--- src/rtl/instr_fetch.sv ---
// Instruction fetch unit: four-state fetch/execute sequencer with a byte-wide
// instruction memory handshake, branch PC arithmetic and a saturating retire count.
module instr_fetch #(
    parameter int                ADDR_W   = 8,
    parameter logic [ADDR_W-1:0] RESET_PC = {ADDR_W{1'b0}}
) (
    input  logic              clk_i,
    input  logic              rst_n_i,
    input  logic              start_i,
    input  logic [ADDR_W-1:0] start_addr_i,
    output logic              imem_req_o,
    output logic [ADDR_W-1:0] imem_addr_o,
    input  logic              imem_ack_i,
    input  logic [7:0]        imem_data_i,
    output logic [7:0]        instruction_o,
    output logic              instr_valid_o,
    input  logic              stall_i,
    input  logic              branchf_i,
    input  logic              branchb_i,
    input  logic [ADDR_W-1:0] branch_offset_i,
    input  logic              done_i,
    output logic [ADDR_W-1:0] pc_o,
    output logic              halted_o,
    output logic [15:0]       instr_count_o
);

    typedef enum logic [1:0] {
        ST_IDLE  = 2'd0,
        ST_FETCH = 2'd1,
        ST_EXEC  = 2'd2,
        ST_HALT  = 2'd3
    } state_t;

    state_t            state_r;
    state_t            state_nxt_s;
    logic [ADDR_W-1:0] pc_r;
    logic [ADDR_W-1:0] pc_nxt_s;
    logic [15:0]       cnt_r;
    logic [15:0]       cnt_nxt_s;
    logic [15:0]       cnt_inc_s;
    logic [7:0]        instr_r;
    logic [7:0]        instr_nxt_s;
    logic              req_r;
    logic              valid_r;
    logic              halted_r;

    // Saturating increment of the retired-instruction count.
    always_comb begin
        if (cnt_r == 16'hFFFF) begin
            cnt_inc_s = cnt_r;
        end else begin
            cnt_inc_s = cnt_r + 16'd1;
        end
    end

    // Next-state, PC, count and instruction selection.
    always_comb begin
        state_nxt_s = state_r;
        pc_nxt_s    = pc_r;
        cnt_nxt_s   = cnt_r;
        instr_nxt_s = instr_r;
        case (state_r)
            ST_IDLE, ST_HALT: begin
                if (start_i) begin
                    state_nxt_s = ST_FETCH;
                    pc_nxt_s    = start_addr_i;
                    cnt_nxt_s   = 16'd0;
                end else begin
                    state_nxt_s = state_r;
                end
            end
            ST_FETCH: begin
                if (imem_ack_i) begin
                    state_nxt_s = ST_EXEC;
                    instr_nxt_s = imem_data_i;
                end else begin
                    state_nxt_s = ST_FETCH;
                end
            end
            ST_EXEC: begin
                if (!stall_i) begin
                    cnt_nxt_s = cnt_inc_s;
                    // done_i outranks both branch requests; PC arithmetic wraps naturally.
                    if (done_i) begin
                        state_nxt_s = ST_HALT;
                    end else if (branchf_i) begin
                        state_nxt_s = ST_FETCH;
                        pc_nxt_s    = pc_r + branch_offset_i;
                    end else if (branchb_i) begin
                        state_nxt_s = ST_FETCH;
                        pc_nxt_s    = pc_r - branch_offset_i;
                    end else begin
                        state_nxt_s = ST_FETCH;
                        pc_nxt_s    = pc_r + ADDR_W'(1);
                    end
                end else begin
                    state_nxt_s = ST_EXEC;
                end
            end
            default: begin
                state_nxt_s = ST_IDLE;
            end
        endcase
    end

    // State and datapath registers; status outputs are decoded from the next state
    // so every output comes straight from a flop.
    always_ff @(posedge clk_i or negedge rst_n_i) begin
        if (!rst_n_i) begin
            state_r  <= ST_IDLE;
            pc_r     <= RESET_PC;
            cnt_r    <= 16'd0;
            instr_r  <= 8'h00;
            req_r    <= 1'b0;
            valid_r  <= 1'b0;
            halted_r <= 1'b0;
        end else begin
            state_r  <= state_nxt_s;
            pc_r     <= pc_nxt_s;
            cnt_r    <= cnt_nxt_s;
            instr_r  <= instr_nxt_s;
            req_r    <= (state_nxt_s == ST_FETCH);
            valid_r  <= (state_nxt_s == ST_EXEC);
            halted_r <= (state_nxt_s == ST_HALT);
        end
    end

    assign imem_req_o    = req_r;
    assign imem_addr_o   = pc_r;
    assign pc_o          = pc_r;
    assign instruction_o = instr_r;
    assign instr_valid_o = valid_r;
    assign halted_o      = halted_r;
    assign instr_count_o = cnt_r;

endmodule

--- config.mk ---
export PLATFORM = sky130hd
export DESIGN_NAME = instr_fetch
export DESIGN_NICKNAME = d
export VERILOG_FILES = /design/src/rtl/instr_fetch.sv
export SDC_FILE = /design/constraint.sdc
export NUM_CORES = 1
export LEC_CHECK = 0
export ABC_AREA = 1
export ABC_CLOCK_PERIOD_IN_PS = 1700
export CAP_MARGIN = 0
export CORE_ASPECT_RATIO = 0.5
export CORE_MARGIN = 4
export CORE_UTILIZATION = 43
export DETAILED_ROUTE_END_ITERATION = 10
export GPL_TIMING_DRIVEN = 0
export PLACE_DENSITY = 0.82
export REMOVE_ABC_BUFFERS = 1
export SLEW_MARGIN = 20
export SYNTH_ARGS = -nofsm -noshare
export SYNTH_HDL_FRONTEND = slang
export SYNTH_SLANG_ARGS = --single-unit
--- constraint.sdc ---
create_clock -name clk_i -period 1.7 [get_ports clk_i]
set_input_delay 0.17 -clock clk_i [delete_from_list [all_inputs] [get_ports clk_i]]
set_output_delay 0.17 -clock clk_i [all_outputs]
set_load 0.1 [all_outputs]
### Word level (Yosys, flattened, before mapping)

Index checks and enable logic that the tools add are counted.

| storage, ports and cells | value |
|---|---|
| bits of input ports | 32 |
| register bits | 37 |

| cells by class | value |
|---|---|
| eq/ne operators | 11 |
| multiplexer cells | 15 |
| add/subtract/negate cells | 4 |
| reduce and logical (&&, ||, !) cells | 6 |

Operator list:

| kind | count |
|---|---|
| 2-to-1 mux 16 bit | 3 |
| 2-to-1 mux 8 bit | 5 |
| case mux 16 bit (2 select lines) | 1 |
| adder 16 x 1 -> 16 bit, second input constant | 1 |
| equality test 16 bit, second input constant | 1 |
| case mux 8 bit (2 select lines) | 1 |
| adder 8 x 1 -> 8 bit, second input constant | 1 |
| adder 8 bit | 1 |
| equality test 2 bit, second input constant | 4 |
| 2-to-1 mux 2 bit | 4 |
| != test 2 bit, second input constant | 4 |
| AND reduction 4 bit | 2 |
| subtractor 8 bit | 1 |
| case mux 2 bit (3 select lines) | 1 |
| equality test 2 x 1 -> 1 bit, second input constant | 2 |
| logical NOT 2 bit | 1 |
| AND reduction 2 bit | 1 |
| nonzero test 2 bit | 1 |
| OR reduction 2 bit | 1 |

### Longest topological paths before layout

Gate-level depths: netlist of run 1.

| depth | value |
|---|---|
| depth after elaboration | 6 |
| depth in mapped cells | 20 |
| gate-level depth less buffers | 20 |

### Worst setup path before layout of run 1

OpenSTA, ideal clock, no wires.

| timing path | value |
|---|---|
| path kind | reg-to-reg |
| start point | register cnt_r[0] (netlist: instr_count_o[0]) |
| end point | register cnt_r[1] (netlist: instr_count_o[1]) |
| buffers on the path | 1 |
| clock period less this slack | 2.324 ns |
| stages on the path, launching flop included | 10 |
| data arrival time | 2.200 ns |
| data required time | 1.576 ns |
| setup slack | -0.624 ns |
| path through | dfrtp_1 ha_1 nand2_1 nor3_4 nand3_4 nand2_4 inv_6 buf_12 nand3_2 o21ai_2 |

| between the ends | value |
|---|---|
| word-level cells in the longest chain between the ends | 4 |
| elaborated cells between the ends (all ways) | 7 |

RTL lines:

| item | RTL line | source |
|---|---|---|
| start: declaration | 38 | `logic [15:0] cnt_r;` |
| start signal: assignment | 120 | `cnt_r <= cnt_nxt_s;` |
| adder 16 x 1 -> 16 bit | 52 | `cnt_inc_s = cnt_r + 16'd1;` |
| 2-to-1 mux 16 bit | 49 | `if (cnt_r == 16'hFFFF) begin` |
| 2-to-1 mux 16 bit | 81 | `if (!stall_i) begin` |
| case mux 16 bit (2 select lines) | 62 | `case (state_r)` |

Parallel ways exist; a longest one is shown, timed or not. The select of a mux whose other input is x is not followed.
A chain may end at the register's enable or synchronous reset.

### Worst setup path after layout of run 1

| timing path | value |
|---|---|
| start point | input port branchb_i |
| end point | register pc_r[6] (netlist: imem_addr_o[6]) |

| between the ends | value |
|---|---|
| word-level cells in the longest chain between the ends | 5 |

RTL lines:

| item | RTL line | source |
|---|---|---|
| start: declaration | 19 | `input logic branchb_i,` |
| 2-to-1 mux 8 bit | 89 | `end else if (branchb_i) begin` |
| 2-to-1 mux 8 bit | 86 | `end else if (branchf_i) begin` |
| 2-to-1 mux 8 bit | 84 | `if (done_i) begin` |
| 2-to-1 mux 8 bit | 81 |  |
| case mux 8 bit (2 select lines) | 62 |  |
| end signal: assignment | 119 | `pc_r <= pc_nxt_s;` |
| end: declaration | 36 | `logic [ADDR_W-1:0] pc_r;` |

No other way between the ends. The select of a mux whose other input is x is not followed.

==> metrics.csv, run 1 <==
stage;metric;value;unit
die;initial_core_util;0.458;
sta;slew_headroom;0.340;
worst_setup_path;crit_chain;buf_8 > inv_6 > nor2_4 > ha_4 > inv_4 > nor3_4 > nor2_2 > nor2_1 > a21oi_2 > ha_4 > nand2_1 > inv_1 > nand4_1 > o211ai_1 > a21oi_1 > o21ai_1 > nand2_1 > nand2_1;
sta;final.period_utilization;1.15;
worst_setup_path;crit_path_top_delay_cell;ha_4;
worst_setup_path;worst_ep_required_time;1920;ps
global_routing;grt_first_pass_wirelength;11.6;mm
worst_setup_path;critPathBufInv;4;
finish;antenna_cells_inserted;0;
routing;antenna_violating_nets_post_route;0;
finish;design.final.nets;475;
sta;slew_viol_final;0;
die;height_of_the_die;62.9;microns
clock_tree;cts-root-buf;clkbuf_16;
worst_setup_path;setup.worst_path.class;input pin to register;
logic_synthesis;synth_area_in_compound_gates;0.126;
finish;finalNonFillerCells;503;
clock_tree;worst_skew_pair_later_pin_latency;280;ps
power_and_ir_drop;p_seq_frac;0.169;
run_status;outcome;complete, but fails checks;
sta;post-route-min-period;1950;ps
sta;final.setup.worst_slack;-249;ps
finish;most-common-layout-cells;60 x nand2_1, 35 x dfrtp_1, 31 x inv_1;
global_routing;number_of_global_route_vias_before_repair;2456;
finish;layout.cells.most_common;nand2_1;
die;horizontal_extent_of_the_die;118;microns
logic_synthesis;synth_warnings;0;
logic_synthesis;synth_simple_gate_area_frac;0.276;
placed_design;dp.cells;464;
finish;final_layout_size_suffix_gt1_frac;0.386;
worst_setup_path;timing.critical_path.fanout_max;4;
clock_tree;cts-htree-levels;2;
global_routing;pin_count_of_the_biggest_net_entering_global_routing;32;
clock_tree;tritoncts.num_buffers;5;
clock_tree;cts_tree;yes;
power_and_ir_drop;p_comb_frac;0.715;
run;maxCapViolations;0;
logic_synthesis;yosys.area_share.xor_xnor;0.0270;
routing;routed-via-count;2681;
sta;unrepaired_setup_endpoints_after_global_routing;yes;
logic_synthesis;synthesis.area_per_instance;7.86;sq um
power_and_ir_drop;cellPowerDensity;2070;nW/um^2
sta;final-setup-viol-count;3;
worst_setup_path;worst_setup_path_end_kind;register;
global_routing;grt_antenna_before_repair;0;
logic_synthesis;syn-instance-count;330;
sta;max_freq;0.513;GHz
logic_synthesis;synth.yosys.seq_area_share;0.357;
placed_design;post-dp-hpwl;4.61;mm
die;ios;75;
sta;worst_slew_pin_slew;994;ps
routing;drc;0;
routing;route.detailed.vias_per_inst;5.33;
worst_setup_path;crit_path_max_incr_delay;300;ps
logic_synthesis;synth.lib_cells_used.distinct;37;
global_routing;grtUsageTotal;0.188;
power_and_ir_drop;vdd.ir_drop.worst;1.13;mV
worst_setup_path;critPathTopFamily;simple AND/OR/NAND/NOR gates;
placed_design;finalWeightedCongestion;0.856;
logic_synthesis;yosys.area_share.adder;0.0705;
power_and_ir_drop;total_leakage_power;1.81;nW
power_and_ir_drop;clock_power_share;0.116;
routing;drt_first_iter_violations;165;
sta;skew;5.28;ps
placed_design;number_of_port_buffers;74;
finish;fin_util;0.718;
logic_synthesis;synth_top_family_by_area;simple AND/OR/NAND/NOR gates;
routing;detail_route.wl_per_cell;15.8;microns
clock_tree;clock_pin_slew_on_the_worst_setup_and_hold_paths;60;ps
die;fp.coreArea;5660;sq um
global_routing;grt_remaining_overflow;0;
finish;finalInstanceArea;4060;sq um
die;floorplan.die_area;7410;sq um
sta;setup_tns_after_final_layout;-428;ps
power_and_ir_drop;p_switching;4.95;mW
sta;worst_hold_slack;258;ps
clock_tree;clock_sinks;37;
worst_setup_path;data_arrival_time_of_the_worst_path;2170;ps
logic_synthesis;ys_seq_elements;37;
sta;finalHoldViolCount;0;
placed_design;placed_cell_area;3330;sq um
worst_hold_path;hold_path_class;input pin to asynchronous set/reset pin;
logic_synthesis;synth_mux_area_frac;0.0347;
worst_setup_path;critical_path.startpoint_type;input pin;
die;rows;19;
finish;areaGrowthSynthToFinish;56.6;%
routing;totalWireLength;7.96;mm
worst_setup_path;critical_path.most_common_cell;nand2_1;
run_status;violations;setup timing;
routing;dr.pass1.iters;5;
power_and_ir_drop;sw_frac_of_total;0.589;
logic_synthesis;synth.cell_area;2590;sq um
power_and_ir_drop;cellInternalPower;3.46;mW
clock_tree;ctsLongestPathBuffers;2;
## area by class of cell
type | count | area (sq um)
clock buffers | 7 | 153
well taps | 73 | 91.3
multi-input cells | 237 | 1690
clock inverters | 1 | 5.00
flip-flops and latches | 37 | 928
inverters | 43 | 188
repair inverters | 2 | 13.8
fillers | 388 | 1600
repair buffers | 103 | 992
## kinds of logic after synthesis
group / Yosys count
xor+xnor: 8
flops: 37
buf+inv: 57
compound gates: 50
fa+ha+maj: 14
mux: 8
simple gates: 156
## registers in the layout, summed over array words and instances (netlist names)
signal / flops
halted_o: 1
imem_addr_o: 8
imem_req_o: 1
instr_count_o: 16
instr_valid_o: 1
instruction_o: 8
state_r: 2
## metrics by stage
| step | worst slack [ps] | power [mW] |
|---|---|---|
| after floorplan | -1070 | 5.19 |
| after global placement | -1130 | 6.28 |
| after detailed placement | -1130 | 6.34 |
| after CTS | -146 | 7.63 |
| after global routing | -351 | 8.75 |
| final | -249 | 8.41 |
## cell usage after synthesis
master    number  area (sq um)
inv_1         41           154
clkbuf_8       1          13.8
o31ai_1        3          22.5
buf_2          1          5.00
inv_2          1          3.75
clkbuf_1       1          3.75
or2_2          2          12.5
a22oi_1        1          7.51
inv_6          1          8.76
buf_12         1          20.0
xnor2_1        4          35.0
a31oi_1        3          18.8
o21ai_0        6          30.0
a21oi_1       21           105
nor3_4         1          16.3
buf_4          9          67.6
a211oi_4       1          20.0
nand3_1       19          95.1
o21ai_2       11          96.3
ha_1          13           163
dfrtp_1       37           926
nand4_1       14          87.6
nand2_2        2          12.5
o21bai_1       1          7.51
nand3_4        1          17.5
o211ai_1       1          7.51
nor3_1         7          35.0
o22ai_1        2          12.5
nor2_1        33           124
nand2_1       73           274
xor2_1         4          35.0
nand2_4        1          11.3
fa_1           1          20.0
nor3_2         2          20.0
buf_1          1          3.75
nand3_2        1          10.0
mux2_2         8          90.1
## timing repair
action / in CTS / in global routing
endpoints found under the setup margin: 72 / 38
pin swaps: 24 / 26
hold buffers: 1 / 0
resized for setup: 158 / 71
setup buffers: 12 / 15
endpoints found under the hold margin: 37 / 0
cloned: 1 / 2
## final timing paths
check	start	end	slack, ps	cells past startpoint
min	rst_n_i	instr_count_o[0]	260	2
max in group asynchronous	rst_n_i	imem_addr_o[0]	1020	3
max	branchb_i	imem_addr_o[6]	-250	18
min reg2reg	instruction_o[7]	instruction_o[7]	500	1
min in group clk_i	start_addr_i[1]	imem_addr_o[1]	470	3
max reg2reg	imem_addr_o[0]	imem_addr_o[6]	-170	8
## metal layers
metal,share of wire,vias to the layer above,global-route usage
met1,0.42,1268,0.241
met3,0.056,17,0.0353
met5,0,-,0
li1,-,1289,-
met4,0.023,0,0.0599
met2,0.50,107,0.325
## power by group through the flow
stage | Clock [mW] | Combinational, mW | Sequential, mW
2_1_floorplan | 0 | 1.43 | 3.76
3_3_place_gp | 0 | 4.91 | 1.36
3_5_place_dp | 0 | 4.96 | 1.38
4_1_cts | 0.981 | 5.27 | 1.38
5_1_grt | 1.04 | 6.25 | 1.46
6_report | 0.976 | 6.02 | 1.42
Note: power is estimated with default switching activity, not from simulation.
==> run 2, diff against run 1 <==
--- a/config.mk
+++ b/config.mk
@@ -13,7 +13,7 @@
 export CORE_UTILIZATION = 43
 export DETAILED_ROUTE_END_ITERATION = 10
 export GPL_TIMING_DRIVEN = 0
-export PLACE_DENSITY = 0.82
+export PLACE_DENSITY = 0.81
 export REMOVE_ABC_BUFFERS = 1
 export SLEW_MARGIN = 20
 export SYNTH_ARGS = -nofsm -noshare
==> constraint.sdc (replaced) <==
create_clock -name clk_i -period 1.7 [get_ports clk_i]
set_input_delay 0.255 -clock clk_i [delete_from_list [all_inputs] [get_ports clk_i]]
set_output_delay 0.255 -clock clk_i [all_outputs]
set_load 0.1 [all_outputs]
==> metrics.csv, run 2 (synthesis results as in run 1) <==
stage;metric;value;unit;change
run_status;outcome;complete, but fails checks;;
run_status;violations;setup timing;;
finish;final_layout_size_suffix_gt1_frac;0.390;;+0.00362
die;floorplan.die_area;7410;sq um;unchanged
clock_tree;cts_tree;yes;;
sta;post-route-min-period;2080;ps;+129 ps
finish;areaGrowthSynthToFinish;54.0;%;
finish;design.final.nets;472;;-0.63%
placed_design;finalWeightedCongestion;0.842;;-1.6%
routing;routed-via-count;2602;;-2.9%
clock_tree;worst_skew_pair_later_pin_latency;280;ps;about the same
worst_setup_path;timing.reg2reg.setup_slack;-30;ps;+140 ps
die;horizontal_extent_of_the_die;118;microns;unchanged
sta;finalHoldViolCount;0;;unchanged
worst_setup_path;data_arrival_time_of_the_worst_path;2280;ps;+110 ps
run;maxCapViolations;0;;unchanged
routing;antenna_violating_nets_post_route;0;;unchanged
routing;dr.pass1.iters;4;;-1
sta;skew;5.74;ps;+0.459 ps
sta;slew_viol_final;0;;unchanged
placed_design;number_of_port_buffers;74;;unchanged
sta;final-setup-viol-count;6;;+3
worst_setup_path;setup.worst_path.class;input pin to register;;
global_routing;pin_count_of_the_biggest_net_entering_global_routing;26;;-19%
worst_setup_path;crit-reg2reg-launch;imem_addr_o[0];;
routing;drc;0;;unchanged
power_and_ir_drop;total_leakage_power;1.76;nW;-2.9%
global_routing;grtUsageTotal;0.193;;+0.00426
sta;worst_slew_pin_slew;955;ps;-38.7 ps
worst_setup_path;worst_r2r_endpoint;imem_addr_o[6];;
global_routing;global_route.peak_usage_layer;met2;;
global_routing;grt_antenna_before_repair;0;;unchanged
routing;drt_first_iter_violations;111;;-33%
power_and_ir_drop;vdd.ir_drop.worst;1.30;mV;+15%
worst_setup_path;worstSetupEndpoint;imem_addr_o[5];;
clock_tree;clock_sinks;37;;unchanged
sta;final.period_utilization;1.22;;+0.0758
worst_setup_path;timing.critical_path.fanout_max;4;;unchanged
clock_tree;cts-root-buf;clkbuf_16;;
global_routing;number_of_global_route_vias_before_repair;2628;;+7.0%
die;rows;19;;unchanged
finish;finalInstanceArea;3990;sq um;-1.7%
global_routing;met3_usage;0.0461;;+0.0108
clock_tree;cts-htree-levels;2;;unchanged
clock_tree;tritoncts.num_buffers;5;;unchanged
placed_design;placed_cell_area;3330;sq um;unchanged
global_routing;grt_first_pass_wirelength;12.0;mm;+2.7%
die;fp.coreArea;5660;sq um;unchanged
global_routing;grtUsageMet2;0.337;;+0.0129
die;height_of_the_die;62.9;microns;unchanged
finish;most-common-layout-cells;62 x nand2_1, 36 x dfrtp_1, 36 x clkdlybuf4s15_2;;
worst_setup_path;worst_reg_to_reg_cells;8;;unchanged
routing;totalWireLength;7.40;mm;-7.1%
finish;antenna_cells_inserted;0;;unchanged
worst_setup_path;worst_ep_required_time;1900;ps;-20 ps
placed_design;post-dp-hpwl;4.58;mm;-0.63%
worst_setup_path;setup.worst_path.start;branchb_i;;
finish;layout.cells.most_common;nand2_1;;
global_routing;grt_remaining_overflow;0;;unchanged
power_and_ir_drop;finalPower;8.22;mW;-2.3%
finish;largest_reg_flops;16;;unchanged
sta;max_freq;0.481;GHz;-6.2%
global_routing;gr-usage-met1;0.234;;-0.00629
finish;fin_util;0.705;;-0.0122
worst_setup_path;critical_path.startpoint_type;input pin;;
sta;unrepaired_setup_endpoints_after_global_routing;yes;;
die;initial_core_util;0.458;;unchanged
die;ios;75;;unchanged
clock_tree;ctsLongestPathBuffers;2;;unchanged
power_and_ir_drop;cellPowerDensity;2060;nW/um^2;-0.62%
sta;final.setup.worst_slack;-377;ps;-129 ps
sta;slew_headroom;0.366;;+0.0257
routing;route.detailed.vias_per_inst;5.21;;-2.2%
worst_setup_path;worst_setup_path_end_kind;register;;
routing;detail_route.wl_per_cell;14.8;microns;-6.4%
worst_hold_path;hold_path_class;input pin to asynchronous set/reset pin;;
clock_tree;clock_pin_slew_on_the_worst_setup_and_hold_paths;60;ps;about the same
==> run 2: worst max-delay path: stages <==
cell and delay, ps:
buf_8 90, inv_8 40, nor2_4 110, ha_4 150
inv_4 40, buf_4 120, buf_6 110, nand2_2 60
xor2_1 180, inv_2 90, ha_4 250, a21oi_2 120
nand2_2 120, a21oi_2 170, xnor2_1 130, nand2_1 90
a21oi_2 150
==> run 2: repair_timing <==
| action | CTS | global route |
|---|---|---|
| cloned | 3 | 0 |
| buffers inserted | 19 | 5 |
| endpoints found under the hold margin | 12 | 0 |
| pin swaps | 22 | 25 |
| hold buffers | 1 | 0 |
| endpoints found under the setup margin | 72 | 32 |
| gates resized for setup | 188 | 46 |
==> run 2: layout make-up <==
type | instances | area [sq um]
Timing Repair Buffer | 100 | 978
Multi-Input combinational cell | 237 | 1650
Clock buffer | 7 | 143
Fill cell | 406 | 1670
Timing Repair inverter | 2 | 15.0
Tap cell | 73 | 91.3
Inverter | 43 | 186
Sequential cell | 37 | 927
==> run 2: metal layers <==
layer / wire (microns) / part of all wire
met1: 3200 / 0.43
met2: 3720 / 0.50
met3: 352 / 0.048
met4: 122 / 0.016
met5: 0 / 0
==> run 2: power by group <==
part | switching [mW] | total, mW | leakage, nW | internal (mW)
registers | 0.248 | 1.40 | 0.471 | 1.15
clock network | 0.334 | 0.910 | 0.0700 | 0.575
logic | 4.23 | 5.91 | 1.22 | 1.68
==> run 2: worst min-delay path by stage <==
stage                             to  slack, ps              from
detailed placement  instr_count_o[1]        170           rst_n_i
floorplan                   halted_o        -40           rst_n_i
global route        instr_count_o[1]        430           rst_n_i
CTS                 instr_count_o[1]        410           rst_n_i
global placement    instruction_o[2]        490  instruction_o[2]
finish              instr_count_o[1]        400           rst_n_i
==> run 2: through the flow <==
step,worst slack [ps],instances,setup TNS (ps),hold slack (ps)
final,-377,499,-1250,398
after global routing,-467,499,-2480,430
after CTS,-206,494,-732,411
after floorplan,-1070,316,-18080,-40.6
after global placement,-1200,463,-46450,486
after detailed placement,-1250,464,-26480,174
